[config.mk]
export PLATFORM = sky130hd
export DESIGN_NAME = ps2_key_button_mapper
export DESIGN_NICKNAME = d
export VERILOG_FILES = /design/src/rtl/ps2_key_button_mapper.sv
export SDC_FILE = /design/constraint.sdc
export NUM_CORES = 1
export LEC_CHECK = 0
export ABC_CLOCK_PERIOD_IN_PS = 2800
export CAP_MARGIN = 30
export CORE_UTILIZATION = 40
export CTS_CLUSTER_DIAMETER = 100
export DETAILED_ROUTE_END_ITERATION = 16
export SLEW_MARGIN = 20
export SYNTH_ARGS = -nofsm -noshare
export SYNTH_HDL_FRONTEND = slang
export SYNTH_SLANG_ARGS = --single-unit
[constraint.sdc]
create_clock -name clk_sys -period 2.8 [get_ports clk_sys]
set_clock_uncertainty 0.1 [all_clocks]
set_input_delay 0.56 -clock clk_sys [delete_from_list [all_inputs] [get_ports clk_sys]]
set_output_delay 0.56 -clock clk_sys [all_outputs]
set_load 0.005 [all_outputs]
[src/rtl/ps2_key_button_mapper.sv]
// rtl/ps2_key_button_mapper.sv - runtime-programmable PS/2 key table driving held buttons,
// merged with joystick bits, with direction rotation and per-button autofire.
module ps2_key_button_mapper #(
    parameter int NUM_BTN = 16,
    parameter int AF_BITS = 20,
    parameter int IW      = $clog2(NUM_BTN)
) (
    input  logic               clk_sys,
    input  logic               reset_n,
    input  logic [10:0]        ps2_key,
    input  logic               map_we,
    input  logic [IW-1:0]      map_idx,
    input  logic [8:0]         map_code,
    input  logic [NUM_BTN-1:0] joy_in,
    input  logic               rotate,
    input  logic [NUM_BTN-1:0] af_en,
    output logic [NUM_BTN-1:0] btn_held,
    output logic [NUM_BTN-1:0] btn_eff,
    output logic               key_event
);

    logic [8:0]         tbl_q [NUM_BTN];
    logic [8:0]         tbl_d [NUM_BTN];
    logic [NUM_BTN-1:0] btn_held_q, btn_held_d;
    logic [NUM_BTN-1:0] btn_eff_q, btn_eff_d;
    logic               key_event_q, key_event_d;
    logic               old_toggle_q;
    logic [AF_BITS-1:0] af_cnt_q, af_cnt_d;

    logic               evt;
    logic [NUM_BTN-1:0] hit;
    logic [NUM_BTN-1:0] merged;
    logic [NUM_BTN-1:0] rot;
    logic               af_on;

    always_comb begin
        evt        = (ps2_key[10] != old_toggle_q);
        hit        = '0;
        btn_held_d = btn_held_q;
        tbl_d      = tbl_q;
        // Matching uses the table as it stood before this cycle's write.
        for (int i = 0; i < NUM_BTN; i++) begin
            hit[i] = (tbl_q[i] != 9'h000) && (tbl_q[i] == ps2_key[8:0]);
            if (evt && hit[i]) begin
                btn_held_d[i] = ps2_key[9];
            end
            if (map_we && (map_idx == IW'(i))) begin
                tbl_d[i] = map_code;
            end
        end
        key_event_d = evt && (|hit);

        merged = btn_held_q | joy_in;
        rot    = merged;
        if (rotate) begin
            rot[3] = merged[1];
            rot[2] = merged[0];
            rot[1] = merged[2];
            rot[0] = merged[3];
        end

        // Counter parks at zero while idle so a fresh press starts in the fire phase.
        af_cnt_d = (|(rot & af_en)) ? af_cnt_q + AF_BITS'(1) : '0;
        af_on    = ~af_cnt_q[AF_BITS-1];
        for (int i = 0; i < NUM_BTN; i++) begin
            btn_eff_d[i] = rot[i] & (af_en[i] ? af_on : 1'b1);
        end
    end

    always_ff @(posedge clk_sys) begin
        if (!reset_n) begin
            for (int i = 0; i < NUM_BTN; i++) begin
                tbl_q[i] <= 9'h000;
            end
            btn_held_q   <= '0;
            btn_eff_q    <= '0;
            key_event_q  <= 1'b0;
            af_cnt_q     <= '0;
            old_toggle_q <= ps2_key[10];
        end else begin
            tbl_q        <= tbl_d;
            btn_held_q   <= btn_held_d;
            btn_eff_q    <= btn_eff_d;
            key_event_q  <= key_event_d;
            af_cnt_q     <= af_cnt_d;
            old_toggle_q <= ps2_key[10];
        end
    end

    assign btn_held  = btn_held_q;
    assign btn_eff   = btn_eff_q;
    assign key_event = key_event_q;

endmodule
==> results.tsv <==
metric	value	unit
worst-path cell chain	clkdlybuf4s50_1 > buf_12 > xnor2_1 > nand4_1 > a211oi_1 > buf_4 > nor4_1 > buf_4 > nand4_1 > and3_1	
buffers inserted during post-CTS setup optimization	0	
Syn Area/Cell	9.790	µm²
clock tree from TritonCTS	yes	
required time reported for the critical path endpoint	3030	ps
pin count of the biggest net entering global routing	158	
total number of vias	7446	
Max Root-Sink Buffers	2	
most instantiated flip-flop cell in the synthesis netlist	sky130_fd_sc_hd__dfxtp_1	
Hold Buf Count CTS	0	
worst voltage drop across the vdd grid	0.0004141	V
FMAX	0.4415	GHz
endpoint of the worst hold-timing path	af_cnt_q[0]	
Critical R2R Launch	tbl_q[58]	
main area contributors after synthesis	sky130_fd_sc_hd__dfxtp_1 40%, sky130_fd_sc_hd__mux2i_1 14%, sky130_fd_sc_hd__xnor2_1 12%, sky130_fd_sc_hd__nor2b_1 9.1%, sky130_fd_sc_hd__nand2_1 2.8%	
biggest area consumer among synthesized cells	sky130_fd_sc_hd__dfxtp_1	
Post-layout nets	1156	
average wire length per cell after detail routing	17.98	µm
synthesized cell area	0.009947	mm²
length of routed met3 wiring	1069	µm
TritonRoute pass-1 iters	7	
via count normalized by instance count	5.200	
placeable core area	0.02432	mm²
leading cell types in the layout, fill and taps excluded	198 x sky130_fd_sc_hd__dfxtp_1, 144 x sky130_fd_sc_hd__mux2i_1, 144 x sky130_fd_sc_hd__nor2b_1	
cells on worst reg2reg path	8	
number of DRC markers after the initial detailed-route iteration	451	
fraction of power spent switching nets	0.2615	
flip-flop and latch count after synthesis	198	
master of the slowest instance on the critical path	sky130_fd_sc_hd__clkdlybuf4s50_1	
die boundary height	159.7	µm
Residual DRC	0	
reg-to-reg endpoint	key_event	
total track usage	0.2047	
antenna violations before repair	0	
most common library cell in the layout ignoring fill and taps	sky130_fd_sc_hd__dfxtp_1	
Post-synth EDFFs	0	
Critical Setup Path Class	input port to register	
setup slack of the worst register-to-register path	730	ps
dominant delay contributor by cell family on the critical path	buffers and inverters	
worst hold path class	register to register	
worst min-delay path startpoint	af_cnt_q[0]	
proportion of power drawn by flip-flops and latches	0.486	
count of input and output buffers	92	
slowest stage delay, CP	530	ps
clock root buffer	sky130_fd_sc_hd__clkbuf_16	
count of antenna diodes in the layout	0	
highest signal layer in the routed design	met4	
Worst Hold Depth	1	
count of pins over their slew limit	0	
half-perimeter wire length of the detailed placement result	16260	µm
Max Cap Viol	0	
fraction of layout cells with a size suffix above 1	0.08123	
setup repair after global routing missed its margin	no	
floorplan row count	57	
Final setup violation count	0	
Synth Net Count	1077	
Post-Route M1 WL	12310	µm
ports placed on the boundary	93	
Worst Path Max Fanout	16	
global placer's final weighted congestion	0.8404	
fraction of the yosys area taken by sequential cells	0.3985	
synthesis warning total	0	
initial core utilization	0.4090	
final wirelength	25750	µm
Final period util	0.8090	
number of global-route vias before repair	7227	
first-pass GRT wire length	40660	µm
max_slew headroom	0.5479	
layout overhead on the synthesized area	18.77	%
result of the run	finished clean	
worst endpoint data arrival time	2500	ps
buffers plus inverters on the worst setup path	4	
power density relative to cell area	503.1	mW/mm²
worst-skew pair later-pin latency	440	ps
startpoint class of the critical path	input port	
H-tree levels	4	
Synth Instances	1016	
shortest period the worst path allows	2265	ps
proportion of netlist area held by the largest area contributor	0.3985	
post-synthesis async set-or-reset flop share	0	
reported net switching power	1554	µW
die span in x	159.7	µm
clock-pin slew on the worst setup and hold paths	80	ps
combinational fraction of design power	0.110	
global-route congestion overflow total	0	
leakage power figure	0.004003	µW
sum of met2 wire segment lengths after detailed routing	11660	µm
number of different library cells in the post-synthesis netlist	40	
Setup TNS	0	ps
die area	0.02550	mm²
final total power	5944	µW
power share of the clock group	0.403	
post-route ant nets	0	
Fin Hold WS	377.4	ps
cell internal power dissipation	4390	µW
Crit. End Element	register	
TritonCTS Sinks	198	
Hold Vio Cnt, Final	0	
slew at the pin with the worst max-slew slack	676.1	ps
number of buffers created by CTS	17	
post_cts resized	0	
==> stage by stage <==
stage | util | cell area [µm²] | setup WS, ps | std cells
3_5_place_dp | 0.4622 | 11240 | 97.04 | 1400
4_1_cts | 0.4858 | 11810 | 543.8 | 1432
6_report | 0.4858 | 11810 | 534.8 | 1432
3_3_place_gp | 0.4622 | 11240 | 74.01 | 1400
2_1_floorplan | - | 9947 | 925.6 | 1016
5_1_grt | 0.4858 | 11810 | 455.0 | 1432
==> routing by layer <==
layer,vias up,track usage
met5,-,0
met4,0,0.08173
met3,47,0.03117
met2,202,0.3297
met1,3539,0.2742
li1,3658,-
==> cell families after synthesis <==
family,Yosys count,synth area share
AOI/OAI and AO/OA,78,0.06289
and+or+nand+nor,381,0.2186
xor gates and xnor gates,147,0.1309
buffers and inverters,67,0.04289
adders and majority gates,1,0.001258
muxes,144,0.1449
DFF,198,0.3985
==> synthesized netlist by cell type (2+ instances only) <==
cell	instances
sky130_fd_sc_hd__dfxtp_1	198
sky130_fd_sc_hd__a21oi_1	4
sky130_fd_sc_hd__and3_1	11
sky130_fd_sc_hd__nor4_1	36
sky130_fd_sc_hd__and4_1	2
sky130_fd_sc_hd__xor2_1	13
sky130_fd_sc_hd__nand3b_1	2
sky130_fd_sc_hd__nor3_1	3
sky130_fd_sc_hd__nand3b_2	2
sky130_fd_sc_hd__nand2_1	73
sky130_fd_sc_hd__nor2b_1	144
sky130_fd_sc_hd__xnor2_1	132
sky130_fd_sc_hd__buf_8	2
sky130_fd_sc_hd__a21boi_0	16
sky130_fd_sc_hd__buf_6	14
sky130_fd_sc_hd__mux2i_1	144
sky130_fd_sc_hd__clkbuf_1	38
sky130_fd_sc_hd__nand4_1	39
sky130_fd_sc_hd__xnor2_2	2
sky130_fd_sc_hd__nor2_4	9
sky130_fd_sc_hd__nand2b_1	2
sky130_fd_sc_hd__nand3_1	23
sky130_fd_sc_hd__a211o_1	16
sky130_fd_sc_hd__buf_12	2
sky130_fd_sc_hd__o211a_1	12
sky130_fd_sc_hd__buf_2	9
sky130_fd_sc_hd__a211oi_1	12
sky130_fd_sc_hd__o21ai_0	12
sky130_fd_sc_hd__or3_1	3
sky130_fd_sc_hd__nor2_1	28
sky130_fd_sc_hd__a211oi_2	4
==> how the worst max path moves through the flow <==
stage	startpoint	to	slack, ps	cells past startpoint
2_1_floorplan	rotate	af_cnt_q[12]	930	8
3_3_place_gp	ps2_key[5]	key_event	70	10
3_5_place_dp	ps2_key[7]	key_event	100	10
4_1_cts	ps2_key[7]	key_event	540	10
5_1_grt	ps2_key[7]	btn_held[15]	460	8
6_report	ps2_key[7]	key_event	530	10
==> sequential cells by signal (all words and copies together) (netlist names) <==
register      cells
tbl_q           144
af_cnt_q         20
btn_eff          16
btn_held         16
key_event         1
old_toggle_q      1
==> power by group through the flow <==
stage               Clock, µW  Combinational [µW]  Sequential, µW
floorplan                   0                 403            2950
global placement            0                 652            2960
detailed placement          0                 656            2960
CTS                      2460                 659            2890
global route             2560                 702            2900
finish                   2400                 655            2890
==> area by class of cell <==
class	instances	area, µm²
Fill cell	2269	12510
Multi-Input combinational cell	751	5564
Sequential cell	198	3964
Timing Repair Buffer	127	1306
Clock buffer	19	442.9
Tap cell	324	405.4
Clock inverter	13	131.4
Note: power is estimated with default switching activity, not from simulation.
